===== src/rtl/sub_4_bit_serial_pkg.sv =====
// Shared serial-arithmetic definitions: FSM encoding and default operand width,
// common to the serial subtractor and the serial adder.
package sub_4_bit_serial_pkg;

  localparam int WIDTH_DEF = 4;

  typedef enum logic {
    IDLE = 1'b0,
    RUN  = 1'b1
  } state_t;

endpackage


===== src/rtl/sub_4_bit_serial_if.sv =====
// Operand/result bundle for the bit-serial subtractor.
interface sub_4_bit_serial_if
  import sub_4_bit_serial_pkg::*;
#(
  parameter int WIDTH = WIDTH_DEF
);
  logic             start;
  logic [WIDTH-1:0] a;
  logic [WIDTH-1:0] b;
  logic             bin;
  logic             busy;
  logic             done;
  logic [WIDTH-1:0] d;
  logic             bout;

  modport master (output start, a, b, bin, input  busy, done, d, bout);
  modport slave  (input  start, a, b, bin, output busy, done, d, bout);
endinterface


===== src/rtl/sub_4_bit_serial_sub_1_bit.sv =====
// One-bit full subtractor; the serial datapath reuses a single copy for every bit.
module sub_1_bit (
  input  logic a,
  input  logic b,
  input  logic bin,
  output logic d,
  output logic bout
);
  assign d    = a ^ b ^ bin;
  assign bout = (~a & b) | (~(a ^ b) & bin);
endmodule


===== src/rtl/sub_4_bit_serial.sv =====
// Bit-serial subtractor: latches operands on start, resolves one bit per clock
// LSB first, and publishes d/bout together with a one-cycle done pulse.
module sub_4_bit_serial
  import sub_4_bit_serial_pkg::*;
#(
  parameter int WIDTH = WIDTH_DEF
) (
  input logic              clk,
  input logic              rst,
  sub_4_bit_serial_if.slave bus
);
  localparam int            CW   = $clog2(WIDTH + 1);
  localparam logic [CW-1:0] LAST = CW'(WIDTH - 1);

  state_t           state;
  logic [WIDTH-1:0] opa, opb, dsh;
  logic             br;
  logic [CW-1:0]    cnt;
  logic             di, bo;

  sub_1_bit u_bit (
    .a    (opa[0]),
    .b    (opb[0]),
    .bin  (br),
    .d    (di),
    .bout (bo)
  );

  always_ff @(posedge clk) begin
    if (rst) begin
      state    <= IDLE;
      opa      <= '0;
      opb      <= '0;
      dsh      <= '0;
      br       <= 1'b0;
      cnt      <= '0;
      bus.busy <= 1'b0;
      bus.done <= 1'b0;
      bus.d    <= '0;
      bus.bout <= 1'b0;
    end else begin
      bus.done <= 1'b0;
      case (state)
        IDLE: begin
          if (bus.start) begin
            state    <= RUN;
            opa      <= bus.a;
            opb      <= bus.b;
            br       <= bus.bin;
            cnt      <= '0;
            bus.busy <= 1'b1;
          end
        end
        RUN: begin
          // Partial difference accumulates privately so d keeps the old result.
          opa <= opa >> 1;
          opb <= opb >> 1;
          br  <= bo;
          dsh <= {di, dsh[WIDTH-1:1]};
          cnt <= cnt + 1'b1;
          if (cnt == LAST) begin
            state    <= IDLE;
            bus.busy <= 1'b0;
            bus.done <= 1'b1;
            bus.d    <= {di, dsh[WIDTH-1:1]};
            bus.bout <= bo;
          end
        end
      endcase
    end
  end
endmodule


===== src/flat_wrapper.sv =====
// flat-port wrapper written by rule: the top's interface ports become plain ports
module sub_4_bit_serial_flat import sub_4_bit_serial_pkg::*;
#(
  parameter int WIDTH = WIDTH_DEF
)
  (clk, rst, bus_start, bus_a, bus_b, bus_bin, bus_busy, bus_done, bus_d, bus_bout);
  sub_4_bit_serial_if #(.WIDTH(WIDTH)) bus_i ();
  input logic clk;
  input logic rst;
  input wire logic [$bits(bus_i.start)-1:0] bus_start;
  input wire logic [$bits(bus_i.a)-1:0] bus_a;
  input wire logic [$bits(bus_i.b)-1:0] bus_b;
  input wire logic [$bits(bus_i.bin)-1:0] bus_bin;
  output wire logic [$bits(bus_i.busy)-1:0] bus_busy;
  output wire logic [$bits(bus_i.done)-1:0] bus_done;
  output wire logic [$bits(bus_i.d)-1:0] bus_d;
  output wire logic [$bits(bus_i.bout)-1:0] bus_bout;
  assign bus_i.start = bus_start;
  assign bus_i.a = bus_a;
  assign bus_i.b = bus_b;
  assign bus_i.bin = bus_bin;
  assign bus_busy = bus_i.busy;
  assign bus_done = bus_i.done;
  assign bus_d = bus_i.d;
  assign bus_bout = bus_i.bout;
  sub_4_bit_serial #(.WIDTH(WIDTH)) u_core (.clk(clk), .rst(rst), .bus(bus_i));
endmodule

===== config.mk =====
export PLATFORM = sky130hd
export DESIGN_NAME = sub_4_bit_serial_flat
export DESIGN_NICKNAME = d
export VERILOG_FILES = /design/src/rtl/sub_4_bit_serial_pkg.sv /design/src/rtl/sub_4_bit_serial_if.sv /design/src/rtl/sub_4_bit_serial_sub_1_bit.sv /design/src/rtl/sub_4_bit_serial.sv /design/src/flat_wrapper.sv
export SDC_FILE = /design/constraint.sdc
export NUM_CORES = 1
export LEC_CHECK = 0
export CAP_MARGIN = 20
export CORE_MARGIN = 1.5
export CORE_UTILIZATION = 50
export CTS_CLUSTER_SIZE = 28
export DETAILED_ROUTE_END_ITERATION = 6
export PLACE_DENSITY = 0.83
export SKIP_CTS_REPAIR_TIMING = 1
export SLEW_MARGIN = 30
export SYNTH_ARGS = -nofsm -noshare
export SYNTH_HDL_FRONTEND = slang
export SYNTH_SLANG_ARGS = --single-unit

===== constraint.sdc =====
create_clock -name clk -period 1.7 [get_ports clk]
set_input_delay 0.425 -clock clk [delete_from_list [all_inputs] [get_ports clk]]
set_output_delay 0.425 -clock clk [all_outputs]
set_load 0.02 [all_outputs]

==> run metrics <==
Pint 738 uW; register bit count reported by yosys 23; die area 2370 um^2; Initial DRT Pass Iterations 4; Setup-failing EPs final 0; async set-reset flop share out of synthesis 0%; cts bufs inserted 3; Sink Count 23; Clock power frac 24.8%; first-pass GRT wire length 3.32 mm; DPL Wire Length 1.34 mm; Fin Hold WS 0.476 ns; kind of start point of the critical path flip-flop; Root Driver clkbuf_4; CP cell instances ha_1, ha_1, a21oi_1, a311oi_2; Worst Tran Pin Value 0.448 ns; Final Routed Wirelength 1.80 mm; Placer Congestion 0.714; routed vias/inst 5.17; Max Clock Skew 0.00718 ns; PortBufs 18; Min Clock Period, post-route 1.40 ns; net count after synthesis 115; sequential power share 59.5%; syn_area_per_cell 10.5 um^2; Hold WC Path Type reg2reg; Post-Syn Area 1040 um^2; max_cap viols 0; post-synthesis sequential area ratio 44.1%; Area contributors post-synth dfxtp_1 44%, mux2i_1 12%, a211oi_2 7.2%, a21bo_2 4.8%, a21oi_1 4.8%; number of flops mapped to enable cells by yosys 0; number of DRC markers in iteration 0 9; via count 755; Crit-path slowest cell ha_1; Syn. warnings 0; # diodes 0; CTS tree done; count of unique library cells instantiated by Yosys 22; largest net degree at the start of global routing 15; vias in the first global route 736; CP delay by family, top adder cells; crit path DAT 1.63 ns; status finished clean; type of the worst setup path reg2reg; Switch Pwr 249 uW; post-DR wirelength/cell 12.3 um; most frequent cells in the layout 23 x dfxtp_1, 12 x mux2i_1, 11 x clkdlybuf4s50_1; pwr dens 756 nW/um^2; initial core utilization 53.2%; leakage 0.626 nW; RSZ-0062 raised after global routing false; Finished Layout Cells 146; Clk Latency, worst-skew pair 0.30 ns; Mapped Cells 99; Reg2Reg Depth 4; hold path cells 2; Slew HR 70.1%; maximum vdd drop 0.496 mV; # rows 16; gr usage total 18.0%; CTS HTree Levels 1; Die Ht 48.7 um; CP peak stage delay 0.39 ns; Critical Path RT 1.93 ns; DR DRC count 0; Max Freq 715 MHz; crit end category flip-flop; final slew viol count 0; worst-case clock buffer depth 2; Tcrit/Tclk final 82.2%; synth-to-layout area growth 25.2%; commonest non-fill, non-tap cell in the layout dfxtp_1; combinational group share of total power 15.7%; Hold Fails Final Rpt 0; Most common cell on crit path ha_1; share of layout cells above drive strength 1 18.5%; ANT nets after route 0; dpl cells 142; post-synth top area cell dfxtp_1; post-route cell area 1310 um^2; share of the synthesized area in the top cell type 44.1%; Core Area 1960 um^2; I/O pin total 19; nets 136; Crit path depth 4; Crit Path Max Fanout 11; Synth Flop Type dfxtp_1; die width 48.7 um; Worst Path Buf+Inv 0; Net Sw Frac 25.2%; clock-pin slew of the registers on the worst-case setup and hold paths 0.13 ns; Power, Total 988 uW; GRT overflow 0; area post-placement 1260 um^2; initial antenna violation count 0
power groups by stage:
stage          Combinational (mW)  Clock, mW  Sequential, mW
2_1_floorplan               0.104          0           0.593
3_3_place_gp                0.152          0           0.598
3_5_place_dp                0.157          0           0.600
4_1_cts                     0.157      0.257           0.587
5_1_grt                     0.172      0.284           0.593
6_report                    0.155      0.245           0.587
layer usage:
layer | vias to the layer above | routed length, um | GRT usage (%)
li1 | 384 | - | -
met1 | 356 | 862 | 24.1
met2 | 13 | 857 | 27.6
met3 | 2 | 60 | 4.94
met4 | 0 | 22 | 7.14
met5 | - | 0 | 0
cell families after synthesis:
kind of cell / after synthesis / share of synthesized area (%)
flops: 23 / 44.1
simple gates: 25 / 13.3
mux: 12 / 11.5
fa+ha+maj: 4 / 5.52
buf+inv: 11 / 5.87
compound gates: 24 / 19.7
state kept, by name, indices dropped and copies added, names as in the netlist:
register	count
u_core.cnt	3
u_core.opb	4
u_core.bus.done	1
u_core.state	1
u_core.dsh	3
u_core.bus.busy	1
u_core.bus.d	4
u_core.bus.bout	1
u_core.br	1
u_core.opa	4
stage by stage:
| stage | worst slack [ns] | util [%] | TNS, ns |
|---|---|---|---|
| 3_3_place_gp | 0.117 | 64.3 | 0 |
| 2_1_floorplan | 0.466 | - | 0 |
| 6_report | 0.302 | 66.6 | 0 |
| 3_5_place_dp | 0.106 | 64.3 | 0 |
| 5_1_grt | 0.183 | 66.6 | 0 |
| 4_1_cts | -0.0180 | 65.7 | -0.0260 |
path summary, 6_finish.rpt:
check	startpoint	slack (ns)	end
worst max-delay path	u_core.cnt[0]$_SDFFE_PP0P_	0.30	u_core.bus.bout$_SDFFE_PP0P_
worst min-delay path	u_core.dsh[1]$_SDFFE_PP0P_	0.48	u_core.bus.d[0]$_SDFFE_PP0P_
worst max register to register	u_core.cnt[0]$_SDFFE_PP0P_	0.30	u_core.bus.bout$_SDFFE_PP0P_
worst min register to register	u_core.dsh[1]$_SDFFE_PP0P_	0.48	u_core.bus.d[0]$_SDFFE_PP0P_
worst reg2reg max path, delay by kind of cell, from the launching register on:
kind	cells	cell delay [ns]
compound gates	2	0.39
flops	1	0.37
fa+ha+maj	2	0.57
cells in the mapped netlist (2+ instances only):
| cell type | instances |
|---|---|
| dfxtp_1 | 23 |
| mux2i_1 | 12 |
| a21oi_1 | 10 |
| a211oi_2 | 6 |
| nor2b_1 | 6 |
| a21bo_2 | 5 |
| nor2_1 | 5 |
| buf_2 | 4 |
| nand3_1 | 4 |
| ha_1 | 3 |
| inv_1 | 3 |
| nand2b_1 | 3 |
| or3b_1 | 3 |
| buf_6 | 2 |
| nand2_1 | 2 |
| nor3_1 | 2 |
final cells by class:
class | instances | area (um^2)
clock buffer | 3 | 22.5
sequential | 23 | 460
clock inverter | 1 | 5.00
timing repair buffer | 23 | 248
tap | 27 | 33.8
fill | 173 | 656
inverter | 4 | 15.0
multi-input combinational | 65 | 522
Note: power is estimated with default switching activity, not from simulation.
